## src/rtl/riscv_mc_pkg.sv

```systemverilog
// rtl/riscv_mc_pkg.sv - shared opcodes, state/ALUOp encodings and mux selects for the multicycle controller
package riscv_mc_pkg;

   localparam logic [6:0] OP_LW  = 7'b0000011;
   localparam logic [6:0] OP_SW  = 7'b0100011;
   localparam logic [6:0] OP_R   = 7'b0110011;
   localparam logic [6:0] OP_I   = 7'b0010011;
   localparam logic [6:0] OP_BR  = 7'b1100011;
   localparam logic [6:0] OP_JAL = 7'b1101111;

   typedef enum logic [3:0] {
      S_FETCH    = 4'd0,
      S_DECODE   = 4'd1,
      S_MEMADR   = 4'd2,
      S_MEMREAD  = 4'd3,
      S_MEMWB    = 4'd4,
      S_MEMWRITE = 4'd5,
      S_EXECUTER = 4'd6,
      S_EXECUTEI = 4'd7,
      S_ALUWB    = 4'd8,
      S_BRANCH   = 4'd9,
      S_JAL      = 4'd10
   } state_t;

   typedef enum logic [1:0] {
      ALUOP_ADD   = 2'd0,
      ALUOP_SUB   = 2'd1,
      ALUOP_FUNCT = 2'd2
   } aluop_t;

   localparam logic [2:0] ALU_ADD = 3'b000;
   localparam logic [2:0] ALU_SUB = 3'b001;
   localparam logic [2:0] ALU_AND = 3'b010;
   localparam logic [2:0] ALU_OR  = 3'b011;
   localparam logic [2:0] ALU_SLT = 3'b101;

   localparam logic [2:0] F3_BEQ = 3'b000;
   localparam logic [2:0] F3_BNE = 3'b001;
   localparam logic [2:0] F3_BLT = 3'b100;
   localparam logic [2:0] F3_BGE = 3'b101;

   localparam logic [1:0] SRCA_PC    = 2'b00;
   localparam logic [1:0] SRCA_OLDPC = 2'b01;
   localparam logic [1:0] SRCA_RS1   = 2'b10;
   localparam logic [1:0] SRCB_RS2   = 2'b00;
   localparam logic [1:0] SRCB_IMM   = 2'b01;
   localparam logic [1:0] SRCB_FOUR  = 2'b10;
   localparam logic [1:0] RES_ALUOUT = 2'b00;
   localparam logic [1:0] RES_DATA   = 2'b01;
   localparam logic [1:0] RES_ALURES = 2'b10;

endpackage

```

## src/rtl/mc_controller_if.sv

```systemverilog
// rtl/mc_controller_if.sv - instruction fields, flags and control lines between controller and datapath
interface mc_controller_if;
   logic [6:0] op;
   logic [2:0] funct3;
   logic       funct7b5;
   logic       Zero;
   logic       Menor;
   logic       MemReady;
   logic       AdrSrc;
   logic       IRWrite;
   logic       PCWrite;
   logic       RegWrite;
   logic       MemWrite;
   logic [1:0] ALUSrcA;
   logic [1:0] ALUSrcB;
   logic [1:0] ResultSrc;
   logic [1:0] ImmSrc;
   logic [2:0] ALUControl;
   logic       IllegalInstr;
   logic [3:0] State;

   modport master (
      input  op, funct3, funct7b5, Zero, Menor, MemReady,
      output AdrSrc, IRWrite, PCWrite, RegWrite, MemWrite, ALUSrcA, ALUSrcB,
             ResultSrc, ImmSrc, ALUControl, IllegalInstr, State
   );

   modport slave (
      output op, funct3, funct7b5, Zero, Menor, MemReady,
      input  AdrSrc, IRWrite, PCWrite, RegWrite, MemWrite, ALUSrcA, ALUSrcB,
             ResultSrc, ImmSrc, ALUControl, IllegalInstr, State
   );
endinterface

```

## src/rtl/mc_aludec.sv

```systemverilog
// rtl/mc_aludec.sv - combinational ALUOp/funct decode into the ALU operation code
module mc_aludec
   import riscv_mc_pkg::*;
(
   input  aluop_t     aluop_i,
   input  logic [2:0] funct3_i,
   input  logic       funct7b5_i,
   input  logic       op5_i,
   output logic [2:0] alu_control_o
);

   always_comb begin
      alu_control_o = ALU_ADD;
      case (aluop_i)
         ALUOP_SUB:   alu_control_o = ALU_SUB;
         ALUOP_FUNCT: begin
            case (funct3_i)
               // funct7b5 only means sub for R-type; addi keeps imm[10] there
               3'b000:  alu_control_o = (op5_i && funct7b5_i) ? ALU_SUB : ALU_ADD;
               3'b010:  alu_control_o = ALU_SLT;
               3'b110:  alu_control_o = ALU_OR;
               3'b111:  alu_control_o = ALU_AND;
               default: alu_control_o = ALU_ADD;
            endcase
         end
         default:     alu_control_o = ALU_ADD;
      endcase
   end

endmodule

```

## src/rtl/mc_controller.sv

```systemverilog
// rtl/mc_controller.sv - multicycle RISC-V control FSM with memory-ready stalls
module mc_controller
   import riscv_mc_pkg::*;
(
   input  logic            clk,
   input  logic            reset,
   mc_controller_if.master bus
);

   state_t     state_q, state_d;
   aluop_t     aluop;
   logic       ir_write, pc_write, reg_write, mem_write, illegal;
   logic       adr_src;
   logic [1:0] alu_src_a, alu_src_b, result_src, imm_src;
   logic [2:0] alu_control;

   function automatic logic branch_taken(input logic [2:0] f3, input logic zero, input logic menor);
      case (f3)
         F3_BEQ:  return zero;
         F3_BNE:  return !zero;
         F3_BLT:  return menor;
         F3_BGE:  return !menor;
         default: return 1'b0;
      endcase
   endfunction

   always_ff @(posedge clk) begin
      if (reset) state_q <= S_FETCH;
      else       state_q <= state_d;
   end

   always_comb begin
      state_d    = state_q;
      ir_write   = 1'b0;
      pc_write   = 1'b0;
      reg_write  = 1'b0;
      mem_write  = 1'b0;
      illegal    = 1'b0;
      adr_src    = 1'b0;
      alu_src_a  = SRCA_PC;
      alu_src_b  = SRCB_RS2;
      result_src = RES_ALUOUT;
      aluop      = ALUOP_ADD;
      case (state_q)
         S_FETCH: begin
            alu_src_b  = SRCB_FOUR;
            result_src = RES_ALURES;
            ir_write   = bus.MemReady;
            pc_write   = bus.MemReady;
            if (bus.MemReady) state_d = S_DECODE;
         end
         S_DECODE: begin
            alu_src_a = SRCA_OLDPC;
            alu_src_b = SRCB_IMM;
            case (bus.op)
               OP_LW, OP_SW: state_d = S_MEMADR;
               OP_R:         state_d = S_EXECUTER;
               OP_I:         state_d = S_EXECUTEI;
               OP_BR:        state_d = S_BRANCH;
               OP_JAL:       state_d = S_JAL;
               default: begin
                  state_d = S_FETCH;
                  illegal = 1'b1;
               end
            endcase
         end
         S_MEMADR: begin
            alu_src_a = SRCA_RS1;
            alu_src_b = SRCB_IMM;
            state_d   = (bus.op == OP_LW) ? S_MEMREAD : S_MEMWRITE;
         end
         S_MEMREAD: begin
            adr_src = 1'b1;
            if (bus.MemReady) state_d = S_MEMWB;
         end
         S_MEMWB: begin
            result_src = RES_DATA;
            reg_write  = 1'b1;
            state_d    = S_FETCH;
         end
         S_MEMWRITE: begin
            adr_src   = 1'b1;
            mem_write = 1'b1;
            if (bus.MemReady) state_d = S_FETCH;
         end
         S_EXECUTER: begin
            alu_src_a = SRCA_RS1;
            aluop     = ALUOP_FUNCT;
            state_d   = S_ALUWB;
         end
         S_EXECUTEI: begin
            alu_src_a = SRCA_RS1;
            alu_src_b = SRCB_IMM;
            aluop     = ALUOP_FUNCT;
            state_d   = S_ALUWB;
         end
         S_ALUWB: begin
            reg_write = 1'b1;
            state_d   = S_FETCH;
         end
         S_BRANCH: begin
            alu_src_a = SRCA_RS1;
            aluop     = ALUOP_SUB;
            pc_write  = branch_taken(bus.funct3, bus.Zero, bus.Menor);
            state_d   = S_FETCH;
         end
         S_JAL: begin
            // PC <- ALUOut (target from DECODE) while the ALU forms OldPC+4 for rd
            alu_src_a = SRCA_OLDPC;
            alu_src_b = SRCB_FOUR;
            pc_write  = 1'b1;
            state_d   = S_ALUWB;
         end
         default: state_d = S_FETCH;
      endcase
   end

   always_comb begin
      case (bus.op)
         OP_LW, OP_I: imm_src = 2'b00;
         OP_SW:       imm_src = 2'b01;
         OP_BR:       imm_src = 2'b10;
         OP_JAL:      imm_src = 2'b11;
         default:     imm_src = 2'b00;
      endcase
   end

   mc_aludec u_aludec (
      .aluop_i       (aluop),
      .funct3_i      (bus.funct3),
      .funct7b5_i    (bus.funct7b5),
      .op5_i         (bus.op[5]),
      .alu_control_o (alu_control)
   );

   // Reset squashes every architectural write, even from a mid-stall state
   assign bus.IRWrite      = ir_write  & ~reset;
   assign bus.PCWrite      = pc_write  & ~reset;
   assign bus.RegWrite     = reg_write & ~reset;
   assign bus.MemWrite     = mem_write & ~reset;
   assign bus.IllegalInstr = illegal   & ~reset;
   assign bus.AdrSrc       = adr_src;
   assign bus.ALUSrcA      = alu_src_a;
   assign bus.ALUSrcB      = alu_src_b;
   assign bus.ResultSrc    = result_src;
   assign bus.ImmSrc       = imm_src;
   assign bus.ALUControl   = alu_control;
   assign bus.State        = state_q;

endmodule
```

## src/flat_wrapper.sv

```systemverilog
// flat-port wrapper written by rule: the top's interface ports become plain ports
module mc_controller_flat import riscv_mc_pkg::*;
  (clk, reset, bus_op, bus_funct3, bus_funct7b5, bus_Zero, bus_Menor, bus_MemReady, bus_AdrSrc, bus_IRWrite, bus_PCWrite, bus_RegWrite, bus_MemWrite, bus_ALUSrcA, bus_ALUSrcB, bus_ResultSrc, bus_ImmSrc, bus_ALUControl, bus_IllegalInstr, bus_State);
  mc_controller_if bus_i ();
  input  logic clk;
  input  logic reset;
  input wire logic [$bits(bus_i.op)-1:0] bus_op;
  input wire logic [$bits(bus_i.funct3)-1:0] bus_funct3;
  input wire logic [$bits(bus_i.funct7b5)-1:0] bus_funct7b5;
  input wire logic [$bits(bus_i.Zero)-1:0] bus_Zero;
  input wire logic [$bits(bus_i.Menor)-1:0] bus_Menor;
  input wire logic [$bits(bus_i.MemReady)-1:0] bus_MemReady;
  output wire logic [$bits(bus_i.AdrSrc)-1:0] bus_AdrSrc;
  output wire logic [$bits(bus_i.IRWrite)-1:0] bus_IRWrite;
  output wire logic [$bits(bus_i.PCWrite)-1:0] bus_PCWrite;
  output wire logic [$bits(bus_i.RegWrite)-1:0] bus_RegWrite;
  output wire logic [$bits(bus_i.MemWrite)-1:0] bus_MemWrite;
  output wire logic [$bits(bus_i.ALUSrcA)-1:0] bus_ALUSrcA;
  output wire logic [$bits(bus_i.ALUSrcB)-1:0] bus_ALUSrcB;
  output wire logic [$bits(bus_i.ResultSrc)-1:0] bus_ResultSrc;
  output wire logic [$bits(bus_i.ImmSrc)-1:0] bus_ImmSrc;
  output wire logic [$bits(bus_i.ALUControl)-1:0] bus_ALUControl;
  output wire logic [$bits(bus_i.IllegalInstr)-1:0] bus_IllegalInstr;
  output wire logic [$bits(bus_i.State)-1:0] bus_State;
  assign bus_i.op = bus_op;
  assign bus_i.funct3 = bus_funct3;
  assign bus_i.funct7b5 = bus_funct7b5;
  assign bus_i.Zero = bus_Zero;
  assign bus_i.Menor = bus_Menor;
  assign bus_i.MemReady = bus_MemReady;
  assign bus_AdrSrc = bus_i.AdrSrc;
  assign bus_IRWrite = bus_i.IRWrite;
  assign bus_PCWrite = bus_i.PCWrite;
  assign bus_RegWrite = bus_i.RegWrite;
  assign bus_MemWrite = bus_i.MemWrite;
  assign bus_ALUSrcA = bus_i.ALUSrcA;
  assign bus_ALUSrcB = bus_i.ALUSrcB;
  assign bus_ResultSrc = bus_i.ResultSrc;
  assign bus_ImmSrc = bus_i.ImmSrc;
  assign bus_ALUControl = bus_i.ALUControl;
  assign bus_IllegalInstr = bus_i.IllegalInstr;
  assign bus_State = bus_i.State;
  mc_controller u_core (.clk(clk), .reset(reset), .bus(bus_i));
endmodule
```

## config.mk

```make
export PLATFORM = sky130hd
export DESIGN_NAME = mc_controller_flat
export DESIGN_NICKNAME = d
export VERILOG_FILES = /design/src/rtl/riscv_mc_pkg.sv /design/src/rtl/mc_controller_if.sv /design/src/rtl/mc_aludec.sv /design/src/rtl/mc_controller.sv /design/src/flat_wrapper.sv
export SDC_FILE = /design/constraint.sdc
export NUM_CORES = 1
export LEC_CHECK = 0
export CAP_MARGIN = 30
export CORE_MARGIN = 2
export CORE_UTILIZATION = 42
export CTS_CLUSTER_DIAMETER = 100
export DETAILED_ROUTE_END_ITERATION = 8
export GPL_ROUTABILITY_DRIVEN = 1
export PLACE_DENSITY_LB_ADDON = 0.2
export RECOVER_POWER = 100
export SYNTH_ARGS = -nofsm -noshare
export SYNTH_HDL_FRONTEND = slang
export SYNTH_SLANG_ARGS = --single-unit
```

## constraint.sdc

```tcl
create_clock -name clk -period 2.5 [get_ports clk]
set_input_delay 0.5 -clock clk [delete_from_list [all_inputs] [get_ports clk]]
set_output_delay 0.5 -clock clk [all_outputs]
set_load 0.005 [all_outputs]
```

==> flow_summary.json, run 1 <==
{
  "hpwlAfterDp_mm": 1.874,
  "critPathKind": "primary input to output port",
  "layout-drive-gt1-share_pct": 18.59,
  "drt-total-wl_mm": 2.536,
  "final_cell_area_um2": 1202,
  "antenna_left": 0,
  "ys_warn_count": 0,
  "layout_common_cells": "clkdlybuf4s50_1 (20), buf_4 (20), nand2_1 (9), nor2_1 (9)",
  "synth.avg_cell_area_um2": 6.900,
  "r2r_setup_slack_ps": 720,
  "maxSlewHeadroom_pct": 70.11,
  "grt_max_degree": 16,
  "multi_input_area_um2": 539.3,
  "row_count": 14,
  "min_period_ps": 2416,
  "worstPathRequired_ps": 2000,
  "worst_setup_path_end_kind": "output port",
  "remaining_drc_errors": 0,
  "setup_viol": 0,
  "place_congestion": 0.8644,
  "largest_reg_flops": 4,
  "power_density_nw_per_um2": 228.1,
  "clk_latency_ps": 240,
  "num-fill-cells": 117,
  "pwr-share-clk_pct": 31.5,
  "core_area_um2": 1524,
  "synthTopCellsByArea": "dfxtp_1 (11%), a211oi_1 (5.4%), nor2_1 (5.4%)",
  "grt_pass1_vias": 1022,
  "regArea_um2": 81.33,
  "hp-class": "primary input to flip-flop",
  "finClkSkew_ps": 6.658,
  "p_int_uw": 189.7,
  "grt_use_total_pct": 27.88,
  "cap_viol_max_count": 0,
  "dr_total_vias": 1000,
  "p_sw_share_pct": 30.83,
  "power.leakage_nw": 0.5622,
  "power_frac_seq_pct": 24.2,
  "ios": 37,
  "dieArea_um2": 2001,
  "totalPowerFinal_uw": 274.3,
  "start_util_pct": 45.73,
  "antenna_found_initial": 0,
  "report.final.slew_viol_count": 0,
  "worstMarginPinSlew_ps": 447.5,
  "die_w_um": 44.74,
  "yosys.area.top_type": "dfxtp_1",
  "wl_per_cell_um": 14.74,
  "cp_max_fo": 3,
  "diodes": 0,
  "grt_pass1_wl_mm": 4.229,
  "cts-htree-levels": 1,
  "synth_fp_nets": 119,
  "cp-start-kind": "primary input",
  "netlist_area_um2": 696.9,
  "syn2layout_area_growth_pct": 72.53,
  "synth_top_area_share_pct": 11.49,
  "arrival_ps": 1920,
  "vias_per_cell": 5.814,
  "grt-ovfl-total": 0,
  "cts.reportedPaths.clkPinSlew_ps": 40,
  "root_buffer": "clkbuf_4",
  "rsz0062_at_grt": "false",
  "drtIter0Drc": 18,
  "clock_path_buffers": 2,
  "cts_sinks": 4,
  "switching_power_uw": 84.58,
  "post_dp_cell_area_um2": 1194,
  "numCtsBuffers": 3,
  "comb_power_share_pct": 44.3,
  "syn-instance-count": 101,
  "synth_cell_type_count": 37,
  "finalCritPeriodShare_pct": 96.63,
  "place.port_buffers": 36,
  "num-nets-final": 176,
  "status": "finished clean",
  "cts_tree": "built",
  "irDropWorstVdd_uv": 269.2,
  "hold_violations": 0,
  "synth.ff_latch_count": 4,
  "ys_seq_area_share_pct": 11.49,
  "dr.pass1.iters": 4,
  "die_h_um": 44.74,
  "fmax_mhz": 414.0
}
-- power by group through the flow --
stage                     Sequential (mW)  Combinational [mW]  Clock [mW]
after floorplan                    0.0680              0.0462           0
after global placement             0.0673               0.121           0
after detailed placement           0.0674               0.124           0
after CTS                          0.0664               0.125      0.0856
after global routing               0.0667               0.132      0.0911
final                              0.0664               0.121      0.0865
-- through the flow --
stage | instances | hold slack (ps) | util, % | setup TNS, ps | setup WS, ps
after floorplan | 101 | 558.4 | - | 0 | 503.8
after global placement | 168 | 682.9 | 78.33 | -422.3 | -223.0
after detailed placement | 168 | 684.3 | 78.33 | -597.9 | -328.4
after CTS | 172 | 711.0 | 81.03 | 0 | 1.552
after global routing | 172 | 657.0 | 78.90 | 0 | 27.51
final | 172 | 649.7 | 78.90 | 0 | 84.37
-- final cells by class --
cell class / count / share of cell area [%]
multi-input combinational: 84 / 44.85
timing repair buffer: 58 / 42.66
sequential: 4 / 6.764
inverter: 7 / 2.185
clock buffer: 3 / 1.873
tap: 16 / 1.665
-- routing by layer --
metal | global-route usage, % | up-vias | routed length, um
li1 | - | 485 | -
met1 | 32.20 | 459 | 987
met2 | 48.70 | 50 | 1314
met3 | 6.000 | 6 | 178
met4 | 12.73 | 0 | 55
met5 | 0 | - | 0
-- worst max-delay path, stage by stage --
cell             delay (ps)
clkdlybuf4s50_1         480
inv_1                    80
nor4_2                  290
clkdlybuf4s50_1         560
-- cell families (layout without fill, tap and decap cells) --
kind of cell    count (synthesis)  count (layout)  synth area share [%]
xor+xnor                        4               4                 5.028
mux                             2               2                 2.873
fa+ha+maj                       2               2                 3.590
compound gates                 26              26                 26.57
simple gates                   50              50                 40.76
buf+inv                        13              68                 9.693
flops                           4               4                 11.49
-- path summary, 6_finish.rpt --
kind	startpoint	end	cells past startpoint
setup / recovery	bus_MemReady	bus_IRWrite	4
hold / removal	reset	u_core.bus.State[1]	2
setup reg to reg	u_core.bus.State[3]	u_core.bus.State[0]	5
hold reg to reg	u_core.bus.State[1]	u_core.bus.State[1]	3
-- cells in the mapped netlist --
cell type / n
nor2_1: 10
nand2_1: 9
a21oi_1: 6
inv_1: 6
nor3_1: 6
a211oi_1: 5
dfxtp_1: 4
nand3_1: 4
nor4_1: 4
o21ai_0: 4
buf_2: 3
nand2b_1: 3
or3_1: 3
xnor2_1: 3
a31oi_1: 2
buf_6: 2
ha_1: 2
mux2i_1: 2
nor2b_1: 2
o211a_1: 2
o31ai_1: 2
or2_1: 2
a221oi_1: 1
a2bb2oi_1: 1
a311oi_2: 1
a31o_2: 1
and2b_1: 1
clkbuf_1: 1
clkinv_1: 1
nand3b_1: 1
nand4b_1: 1
nor2b_2: 1
nor3b_4: 1
nor4b_1: 1
nor4b_2: 1
o22a_1: 1
xor2_1: 1
-- what timing repair did --
item,CTS,global route
hold endpoints to repair,0,0
resized for setup,15,6
pin swaps,2,4
cloned,0,0
buffers inserted,1,0
hold buffers,0,0
endpoints found under the setup margin,6,4
Note: power is estimated with default switching activity, not from simulation.
==> run 2, diff against run 1 <==
CELL_PAD_IN_SITES_DETAIL_PLACEMENT = 2   (was not set)
CELL_PAD_IN_SITES_GLOBAL_PLACEMENT = 2   (was not set)
CORE_UTILIZATION = 21   (was 42)
==> flow_summary.json, run 2 (synthesized netlist as in run 1, its figures left out) <==
{
  "cts_tree": "built",
  "die_h_um": 61.61,
  "report.final.slew_viol_count": 0,
  "final_common_cell": "buf_4",
  "antenna_found_initial": 0,
  "fmax_mhz": 412.4,
  "arrival_ps": 1920,
  "setup_slack_ps": 75.24,
  "totalPowerFinal_uw": 279.6,
  "hold_ws_ps": 515.0,
  "fin_util_pct": 41.94,
  "hold_violations": 0,
  "dr.pass1.iters": 4,
  "ios": 37,
  "rsz0062_at_grt": "false",
  "cts-htree-levels": 1,
  "worstMarginPinSlew_ps": 339.9,
  "cap_viol_max_count": 0,
  "drt-total-wl_mm": 3.120,
  "reg2reg_to": "u_core.bus.State[2]",
  "place.port_buffers": 36,
  "power.leakage_nw": 0.5664,
  "min_period_ps": 2425,
  "drtIter0Drc": 24,
  "cts_hold_buf": 0,
  "layout-drive-gt1-share_pct": 23.90,
  "clk_latency_ps": 240,
  "pre_cts_slack_ps": -375.3,
  "r2r_setup_slack_ps": 920,
  "grt_max_degree": 14,
  "remaining_drc_errors": 0,
  "place_congestion": 0.7873,
  "numCtsBuffers": 3,
  "cts.reportedPaths.clkPinSlew_ps": 40,
  "grt-ovfl-total": 0,
  "row_count": 20,
  "top_usage_layer": "met2",
  "grt_use_total_pct": 18.20,
  "antenna_left": 0,
  "grtUsageMet3_pct": 1.891,
  "hp-class": "flip-flop to flip-flop",
  "cts_sinks": 4,
  "finalCritPeriodShare_pct": 96.99,
  "fin_setup_tns_ps": 0,
  "instances_no_fill": 203,
  "clock_path_buffers": 2,
  "layout_common_cells": "buf_4 (24), clkdlybuf4s50_1 (19), nor2_1 (10)",
  "syn2layout_area_growth_pct": 86.71,
  "grt_util_met2_pct": 33.83,
  "hpwlAfterDp_mm": 2.580,
  "path_common_cell": "clkdlybuf4s50_1",
  "setup_viol": 0,
  "slowest_stage": "clkdlybuf4s50_1",
  "r2r_start": "u_core.bus.State[1]",
  "dr_total_vias": 1010,
  "largest_reg_flops": 4,
  "start_util_pct": 22.46,
  "worst_r2r_path_depth": 6,
  "worst_setup_path_end_kind": "output port",
  "num-nets-final": 179,
  "irDropWorstVdd_uv": 93.90,
  "core_area_um2": 3103,
  "maxSlewHeadroom_pct": 77.02,
  "worstPathCellList": "clkdlybuf4s50_1, buf_4, a31o_2, a31oi_1, nor2_1, clkdlybuf4s50_1",
  "critPathMaxStageDelay_ps": 440,
  "grt_pass1_vias": 1041,
  "critPathKind": "primary input to output port",
  "diodes": 0,
  "whs_path_depth": 1,
  "cp_max_fo": 2,
  "global_route.usage.met1_pct": 20.97,
  "post_dp_cell_area_um2": 1244,
  "vias_per_cell": 4.975,
  "grt_pass1_wl_mm": 5.064,
  "worstPathRequired_ps": 2000,
  "worstHoldStart": "u_core.bus.State[2]",
  "final_cell_area_um2": 1301,
  "root_buffer": "clkbuf_4",
  "wl_per_cell_um": 15.37,
  "cp-start-kind": "primary input",
  "status": "finished clean",
  "power_density_nw_per_um2": 214.9,
  "die_w_um": 61.61,
  "dieArea_um2": 3795,
  "finClkSkew_ps": 6.295,
  "min_to": "u_core.bus.State[3]",
  "dpl.cell_count": 198
}
-- run 2: worst max-delay path by stage --
stage | start | endpoint | slack [ps] | cells after the start
after floorplan | u_core.bus.State[1] | bus_ALUControl[2] | 500 | 5
after global placement | bus_funct3[2] | bus_PCWrite | -270 | 6
after detailed placement | bus_funct3[2] | bus_PCWrite | -380 | 6
after CTS | bus_op[5] | bus_ALUControl[0] | 0.6 | 6
after global routing | u_core.bus.State[2] | bus_ALUControl[0] | 10 | 6
final | bus_funct3[1] | bus_ALUControl[0] | 80 | 6
-- run 2: area by class of cell --
class	count	area (um2)
flip-flops and latches	4	81.33
well taps	44	55.05
multi-input cells	84	573.1
repair buffers	61	543.0
inverters	7	26.28
clock buffers	3	22.52
fillers	394	1802
-- run 2: power breakdown --
group	total (mW)	leakage (nW)	internal, mW	switching, mW
logic	0.129	0.520	0.0727	0.0558
registers	0.0663	0.0330	0.0655	0.000752
clock network	0.0847	0.0138	0.0540	0.0307
total	0.280	0.566	0.192	0.0873
-- run 2: timing repair --
item / CTS / global route
gates resized for setup: 19 / 1
endpoints found under the setup margin: 5 / 1
pin swaps: 1 / 0
setup buffers: 2 / 0
-- run 2: critical path: cells and delay by family --
kind            cells  cell delay, ps
compound gates      2             370
buf+inv             3            1010
simple gates        1              60
-- run 2: layer usage --
metal	wire (um)	share of wire, %
met5	0	0
met3	98	3.1
met1	1317	42
met2	1655	53
met4	48	1.5
==> run 3, diff against run 2 <==
CORE_MARGIN = not set   (was 2)
==> flow_summary.json, run 3 (synthesized netlist as in run 1, its figures left out) <==
{
  "drtIter0Drc": 17,
  "die_h_um": 59.61,
  "cp-start-kind": "primary input",
  "grt_use_total_pct": 19.00,
  "antenna_left": 0,
  "drt-total-wl_mm": 3.083,
  "grt_max_degree": 17,
  "clk_latency_ps": 250,
  "irDropWorstVdd_uv": 66.98,
  "p_sw_share_pct": 31.54,
  "largest_reg_flops": 4,
  "hp-class": "flip-flop to flip-flop",
  "crit_buf_inv": 2,
  "setup_viol": 0,
  "clock_path_buffers": 2,
  "power_frac_seq_pct": 24.1,
  "status": "finished clean",
  "path_common_cell": "clkdlybuf4s50_1",
  "finalCritPeriodShare_pct": 97.74,
  "dpl.cell_count": 196,
  "cts-htree-levels": 1,
  "ios": 37,
  "power.leakage_nw": 0.5579,
  "slowest_stage": "clkdlybuf4s50_1",
  "num-fill-cells": 412,
  "cts.reportedPaths.clkPinSlew_ps": 40,
  "final_cell_area_um2": 1264,
  "dr_total_vias": 972,
  "fmax_mhz": 409.3,
  "grt-ovfl-total": 0,
  "rsz0062_at_grt": "false",
  "arrival_ps": 1940,
  "instances_no_fill": 200,
  "root_buffer": "clkbuf_4",
  "min_period_ps": 2443,
  "worst_setup_path_end_kind": "output port",
  "pwr-share-clk_pct": 31.5,
  "dr.pass1.iters": 4,
  "cts_hold_buf": 0,
  "worstPathCellList": "clkdlybuf4s50_1, nor4_1, clkdlybuf4s50_1",
  "comb_power_share_pct": 44.4,
  "core_area_um2": 3103,
  "post_dp_cell_area_um2": 1229,
  "worstPathRequired_ps": 2000,
  "maxSlewHeadroom_pct": 76.30,
  "cts_sinks": 4,
  "critPathMaxStageDelay_ps": 560,
  "grt_pass1_vias": 1011,
  "diodes": 0,
  "remaining_drc_errors": 0,
  "cap_viol_max_count": 0,
  "report.final.slew_viol_count": 0,
  "place_congestion": 0.8280,
  "num-nets-final": 176,
  "critPathKind": "primary input to output port",
  "switching_power_uw": 86.82,
  "hold_violations": 0,
  "layout-drive-gt1-share_pct": 22.44,
  "multi_input_area_um2": 558.0,
  "finClkSkew_ps": 4.615,
  "cp_max_fo": 6,
  "hpwlAfterDp_mm": 2.482,
  "cts_tree": "built",
  "start_util_pct": 22.46,
  "wl_per_cell_um": 15.42,
  "vias_per_cell": 4.860,
  "regArea_um2": 81.33,
  "worstMarginPinSlew_ps": 350.6,
  "layout_common_cells": "clkdlybuf4s50_1 (20), buf_4 (20), nand2_1 (9)",
  "power_density_nw_per_um2": 217.8,
  "antenna_found_initial": 0,
  "row_count": 20,
  "p_int_uw": 188.5,
  "crit_family": "buffers and inverters",
  "hold_ws_ps": 523.4,
  "syn2layout_area_growth_pct": 81.33,
  "grt_pass1_wl_mm": 4.940,
  "numCtsBuffers": 3,
  "place.port_buffers": 36,
  "dieArea_um2": 3553,
  "die_w_um": 59.61
}
[run 3: layout make-up]
cell class                      instances  share of cell area, %
Tap cell                               44                  4.356
Multi-Input combinational cell         84                  44.16
Clock buffer                            3                  1.782
Inverter                                7                  2.079
Timing Repair Buffer                   58                  41.19
Sequential cell                         4                  6.436
[run 3: worst paths after layout]
check	startpoint	end	slack, ps	cells after the start
setup / recovery	reset	bus_IRWrite	60	3
hold reg to reg	u_core.bus.State[2]	u_core.bus.State[3]	520	1
setup reg to reg	u_core.bus.State[1]	u_core.bus.State[2]	740	6
hold / removal	u_core.bus.State[2]	u_core.bus.State[3]	520	1
[run 3: per-layer routing]
layer / track usage [%] / part of all wire, %
met1: 22.09 / 44
met2: 34.35 / 52
met3: 2.183 / 2.1
met4: 8.970 / 2.1
met5: 0 / 0
[run 3: through the flow]
step	power, mW	TNS, ps	util [%]	setup slack, ps
3_3_place_gp	0.1917	-466.8	39.60	-263.5
5_1_grt	0.2930	0	40.73	5.539
6_report	0.2753	0	40.73	56.56
4_1_cts	0.2861	0	40.93	0.7045
2_1_floorplan	0.1141	0	-	503.8
3_5_place_dp	0.1963	-731.1	39.60	-323.2
[run 3: power groups by stage]
stage / sequential (mW) / clock, mW / combinational [mW]
after global placement: 0.0673 / 0 / 0.124
final: 0.0663 / 0.0867 / 0.122
after detailed placement: 0.0674 / 0 / 0.129
after floorplan: 0.0680 / 0 / 0.0462
after global routing: 0.0663 / 0.0923 / 0.134
after CTS: 0.0663 / 0.0897 / 0.130
[run 3: repair_timing]
action / in CTS / in global routing
pin swaps: 2 / 0
endpoints found under the setup margin: 6 / 4
setup buffers: 0 / 1
gates resized for setup: 16 / 4
